## src/rtl/regfile_wb_scheduler.sv

```systemverilog
// Write-back scheduler: arbitrates the ALU and load producers onto the register-file write port and keeps per-register pending bits for hazard stalls.
// Latency: a request accepted at edge N drives rf_we in cycle N+1, and the register is written and its pending bit cleared at edge N+1.
// Backpressure: the output stage never stalls. Exactly one request is granted per cycle whenever either valid is high, and ready is combinational.
//
// Ports:
//   clk, reset                      clock; asynchronous active-high reset
//   alu_valid/alu_rd/alu_data/alu_ready   ALU write-back request
//   mem_valid/mem_rd/mem_data/mem_ready   load write-back request
//   issue_valid/issue_rd            marks issue_rd pending on issue
//   rs1/rs2 -> rs1_busy/rs2_busy, issue_rd -> rd_busy   pending lookups
//   rf_we/rf_a3/rf_wd3              registered register-file write port
module regfile_wb_scheduler #(
   parameter int STARVE_MAX = 3
) (
   input  logic        clk,
   input  logic        reset,
   input  logic        alu_valid,
   input  logic [4:0]  alu_rd,
   input  logic [31:0] alu_data,
   output logic        alu_ready,
   input  logic        mem_valid,
   input  logic [4:0]  mem_rd,
   input  logic [31:0] mem_data,
   output logic        mem_ready,
   input  logic        issue_valid,
   input  logic [4:0]  issue_rd,
   input  logic [4:0]  rs1,
   input  logic [4:0]  rs2,
   output logic        rs1_busy,
   output logic        rs2_busy,
   output logic        rd_busy,
   output logic        rf_we,
   output logic [4:0]  rf_a3,
   output logic [31:0] rf_wd3
);

   localparam logic [3:0] STARVE_LIM = 4'(STARVE_MAX);

   logic [3:0]  starve_cnt;
   logic [31:0] pending;
   logic [31:0] pending_next;
   logic        grant_alu;
   logic        grant_mem;
   logic [4:0]  grant_rd;
   logic [31:0] grant_data;

   // Loads win on conflict because they are harder to replay.
   // The ALU is forced through once it has lost STARVE_MAX times in a row.
   always_comb begin
      grant_alu  = alu_valid && (!mem_valid || (starve_cnt == STARVE_LIM));
      grant_mem  = mem_valid && !grant_alu;
      grant_rd   = grant_alu ? alu_rd   : mem_rd;
      grant_data = grant_alu ? alu_data : mem_data;
   end

   assign alu_ready = grant_alu;
   assign mem_ready = grant_mem;

   // The counter counts only losses while the ALU is actually waiting.
   // It cannot pass STARVE_LIM, because at the limit the ALU wins and the counter clears.
   always_ff @(posedge clk or posedge reset) begin
      if (reset) begin
         starve_cnt <= 4'd0;
      end else if (alu_valid && grant_mem) begin
         starve_cnt <= starve_cnt + 4'd1;
      end else begin
         starve_cnt <= 4'd0;
      end
   end

   // A write to x0 completes its handshake but never pulses rf_we.
   // Address and data hold their last values when nothing is granted.
   always_ff @(posedge clk or posedge reset) begin
      if (reset) begin
         rf_we  <= 1'b0;
         rf_a3  <= 5'd0;
         rf_wd3 <= 32'd0;
      end else begin
         rf_we <= (grant_alu || grant_mem) && (grant_rd != 5'd0);
         if (grant_alu || grant_mem) begin
            rf_a3  <= grant_rd;
            rf_wd3 <= grant_data;
         end
      end
   end

   // Clear is applied before set, so a same-edge issue to the register being written keeps it pending.
   always_comb begin
      pending_next = pending;
      if (rf_we) begin
         pending_next[rf_a3] = 1'b0;
      end
      if (issue_valid && (issue_rd != 5'd0)) begin
         pending_next[issue_rd] = 1'b1;
      end
      pending_next[0] = 1'b0;
   end

   always_ff @(posedge clk or posedge reset) begin
      if (reset) begin
         pending <= 32'd0;
      end else begin
         pending <= pending_next;
      end
   end

   // Busy outputs read the stored pending bits directly and do not bypass a same-cycle issue.
   assign rs1_busy = pending[rs1];
   assign rs2_busy = pending[rs2];
   assign rd_busy  = pending[issue_rd];

endmodule
```

## config.mk

```make
export PLATFORM = sky130hd
export DESIGN_NAME = regfile_wb_scheduler
export DESIGN_NICKNAME = d
export VERILOG_FILES = /design/src/rtl/regfile_wb_scheduler.sv
export SDC_FILE = /design/constraint.sdc
export NUM_CORES = 1
export LEC_CHECK = 0
export ABC_AREA = 1
export CORE_AREA = 8 8 104 106
export CTS_CLUSTER_DIAMETER = 120
export DETAILED_ROUTE_END_ITERATION = 16
export DIE_AREA = 0 0 112 114
export PLACE_DENSITY = 0.79
export REMOVE_ABC_BUFFERS = 1
export SLEW_MARGIN = 20
export SYNTH_ARGS = -nofsm -noshare
export SYNTH_HDL_FRONTEND = slang
export SYNTH_SLANG_ARGS = --single-unit
export TNS_END_PERCENT = 1
```

## constraint.sdc

```tcl
create_clock -name clk -period 2.93 [get_ports clk]
set_input_delay 0.586 -clock clk [delete_from_list [all_inputs] [get_ports clk]]
set_output_delay 0.586 -clock clk [all_outputs]
set_load 0.005 [all_outputs]
```

# Yosys cells after proc, flatten, opt, wreduce, memory -nomap -nowiden
# Index checks and enable logic that the tools add are counted.
[op_classes] addsub=1 n_lt_le_gt_ge=6 n_eq_ne=1 mux=15 bitwise=3 reduce_logical=13
[ops] op="32-bit two-way mux" n=3
[ops] op="32-bit bitwise AND" n=1
[ops] op="32-bit NOT" n=1
[ops] op="32-bit bitwise OR" n=1
[ops] op="5-bit by 6-bit < comparator with 1-bit output, second input constant" n=4
[ops] op="1-bit binary-select mux with 5-bit select" n=3
[ops] op="1-bit demux with 5-bit select" n=2
[ops] op="5-bit by 1-bit >= comparator with 1-bit output, second input constant" n=2
[ops] op="5-bit nonzero test" n=2
[ops] op="1-bit logical AND" n=7
[ops] op="1-bit two-way mux" n=5
[ops] op="5-bit two-way mux" n=1
[ops] op="4-bit by 1-bit adder with 4-bit output, second input constant" n=1
[ops] op="4-bit by 2-bit equality test with 1-bit output, second input constant" n=1
[ops] op="4-bit two-way mux" n=1
[ops] op="1-bit logical NOT" n=2
[ops] op="1-bit logical OR" n=2
[totals] ff_bits=73 in_bits=94 out_inout_bits=43 word_cells=44

# Depth between registers and ports, before layout
[depth] word_depth=9 mapped_depth=11

# Worst setup path after synthesis
# No wires, ideal clock.
[synth_path] path_type="input port to output port" startpoint="input port rs2[0]" endpoint="output port rs2_busy" arrival_time_ps=1352 required_ps=2344 path_slack_ps=992 stages=11 path_buffers=2 path_cell_list="buf_4 -> inv_2 -> buf_4 -> nand2_1 -> nand3_1 -> nand3_1 -> nand2_1 -> nand2_1 -> nand2_1 -> nand2_1 -> nand2_1"
[synth_between] elab_chain_len=2
[synth_rtl] item="from (decl)" line="28" source="input logic [4:0] rs2,"
[synth_rtl] item="1-bit binary-select mux with 5-bit select" line="109" source="assign rs2_busy = pending[rs2];"
[synth_rtl] item="1-bit two-way mux (not written as such)" line="109"
[synth_rtl] item="to (decl)" line="30" source="output logic rs2_busy,"
# No other way between the ends. The select of a mux whose other input is x is not followed.

# Worst setup path after layout
[layout_path] startpoint="input port issue_rd[2]" endpoint="output port rd_busy"
[layout_between] elab_chain_len=2
[layout_rtl] item="from (decl)" line="26" source="input logic [4:0] issue_rd,"
[layout_rtl] item="1-bit binary-select mux with 5-bit select" line="110" source="assign rd_busy = pending[issue_rd];"
[layout_rtl] item="1-bit two-way mux (not written as such)" line="110"
[layout_rtl] item="to (decl)" line="31" source="output logic rd_busy,"
# No other way between the ends. The select of a mux whose other input is x is not followed.

==> results.cfg <==
[outcome]
status = complete, no violations

[sta]
rsz0062_at_grt = true
tightest_slew_ps = 804
setup_violations = 0
max_freq_mhz = 346
holdWs_ps = 478
fin_crit_ps = 2890
slew_headroom_pct = 46.3
slew_viol_final = 0
hold_violations = 0
skew_ps = 17.6
fin_ws_ps = 38.5
finalCritPeriodShare_pct = 98.7

[power_and_ir_drop]
finalPower_mw = 3.27
ir_drop_uv = 317
leakagePower_nw = 2.70
powerDensity_nw_per_um2 = 549

[clock_tree]
clock_insertion_delay_worst_skew_ps = 340
cts_max_level = 3
cts_buffers = 9
clock-sinks = 73
cts-hold-fix-buffers = 0
root_buffer = clkbuf_8
cts_tree = done
cts_buffer_depth = 2
path_clk_slew_ps = 70

[critical_path]
worstPathRequired_ps = 2340
cpMaxStageDelayCell = clkdlybuf4s50_1
crit_chain = clkdlybuf4s50_1, inv_2, nor3_2, nand2_1, o21ai_0, nor2_1, nand2_1, clkdlybuf4s50_1
crit_buf_inv = 3
critPathTopFamily = buffers and inverters
rrSetupSlack_ps = 1190
rr_startpoint = starve_cnt[0]$_DFF_PP0_
critical_path.startpoint_type = input pin
worst-r2r-cell-count = 11
startpoint = issue_rd[2]
end_kind = primary output
path_max_fanout = 4
crit_path_end = rd_busy
cp.arrival_ps = 2310
slowest_delay_ps = 540
r2r_end = rf_we$_DFF_PP0_
path_depth = 8
crit_type = in2out

[place]
dp_hpwl_um = 11300
port_buffers = 136
pre_cts_ws_ps = -58.7
gp_congestion = 1.00

[synth]
ys_types = 24
synth_seq_cells = 73
avgSynthCellArea_um2 = 7.24
netlist_area_um2 = 4120
synthesis.instances = 569
yosysTopAreaCellShare_pct = 44.4
yosysSeqAreaShare_pct = 44.4
yosysTopAreaCell = dfrtp_1
synthTopCellsByArea = dfrtp_1 (44%), nand2_1 (18%), nand3_1 (15%)
synth_warnings = 0

[global_route]
grt_overflow_total = 0
grt_pass1_wl_um = 24300
grt_max_degree = 43
antenna_found_initial = 0
grt_pass1_vias = 4605
grt_usage_pct = 23.9

[finish]
final_cell_mix = nand2_1 (193), clkdlybuf4s50_1 (131), nand3_1 (125)
diodes = 0
nets = 813
area_growth_pct = 44.6
final_common_cell = nand2_1
drive_above_1_share_pct = 9.68

[die]
dieArea_um2 = 12800
die_height_um = 114
ios = 137
rows = 35
die_x_um = 112
start_util_pct = 45.2
coreArea_um2 = 9110

[drt]
ant_nets = 0
drtIter0Drc = 285
avgRoutedWirePerCell_um = 18.0
drc = 0
via_per_inst = 5.50
drt_pass1_iterations = 5
routed_wl_um = 15000
vias = 4587

[worst_hold_path]
hp-class = reg2reg

[job]
max_cap_viol_count = 0
## registers in the layout, indices dropped and copies added, names as in the netlist
register,flops
pending,31
rf_a3,5
rf_wd3,32
rf_we,1
starve_cnt,4
## where the power goes
group	leakage, nW	switching, mW	total (mW)	internal (mW)
registers	0.863	0.254	1.50	1.25
clock network	0.109	0.380	0.818	0.437
logic	1.73	0.479	0.951	0.472
## Yosys cell counts
master,instances
nand2_1,193
nand3_1,125
dfrtp_1,73
o21ai_0,64
inv_1,32
buf_2,12
nor2_1,12
buf_4,10
nor3_1,8
a22oi_1,6
o211ai_1,6
o21ai_1,5
inv_2,4
nand4_1,4
nand2_2,3
nor2_2,3
nand2_4,2
a21oi_1,1
buf_6,1
clkinv_1,1
ha_1,1
nor2_4,1
nor3b_2,1
xor2_1,1
## cell type report
cell class / instances / area (um2)
clock buffer: 11 / 151
fill: 810 / 3160
multi-input combinational: 436 / 2050
tap: 111 / 139
sequential: 73 / 1830
timing repair buffer: 161 / 1580
inverter: 37 / 146
clock inverter: 5 / 53.8
## worst register-to-register path: stages (launching register included)
cell and delay (ps):
dfrtp_1 400, ha_1 230, nand2_1 110, nand2_4 80
nand2_4 70, buf_4 360, nand2_1 110, nand2_1 100
nor2_1 40, nand2_1 50, nand2_1 40, nand2_1 80
## kinds of logic (layout without fill, tap and decap cells)
family,after synthesis,count (layout),synth area share [%]
AO/OA/AOI/OAI,82,82,10.7
XOR/XNOR,1,1,0.213
adder cells (fa/ha/maj),1,1,0.304
buffers and inverters,60,214,6.93
flip-flops,73,73,44.4
AND/OR/NAND/NOR,352,352,37.5
## routing by layer
metal	track usage, %	wire length (um)
met5	0	0
met4	8.27	311
met3	10.7	1790
met2	38.6	7000
met1	27.6	5930
## through the flow
| stage | cell area (um2) | instances | util, % | TNS (ps) |
|---|---|---|---|---|
| after CTS | 5900 | 834 | 64.8 | -26.8 |
| after detailed placement | 5670 | 818 | 62.3 | -97.7 |
| after global placement | 5670 | 818 | 62.3 | -53.4 |
| after floorplan | 3970 | 546 | - | 0 |
| final | 5950 | 834 | 65.4 | 0 |
| after global routing | 5950 | 834 | 65.4 | -24.9 |
## worst min path at each step
stage	from	end	slack, ps	cells past startpoint
floorplan	starve_cnt[0]$_DFF_PP0_	starve_cnt[0]$_DFF_PP0_	430	1
finish	starve_cnt[0]$_DFF_PP0_	starve_cnt[0]$_DFF_PP0_	480	1
detailed placement	starve_cnt[0]$_DFF_PP0_	starve_cnt[0]$_DFF_PP0_	480	1
global route	starve_cnt[0]$_DFF_PP0_	starve_cnt[0]$_DFF_PP0_	510	1
CTS	starve_cnt[0]$_DFF_PP0_	starve_cnt[0]$_DFF_PP0_	490	1
global placement	starve_cnt[0]$_DFF_PP0_	starve_cnt[0]$_DFF_PP0_	450	1
## timing repair
item                       CTS  global route
setup endpoints to repair    3             3
cloned                       0             0
buffers inserted             0             0
gates resized for setup     10            19
pin swaps                    0             0
No activity file was read; power rests on OpenSTA's default activity.
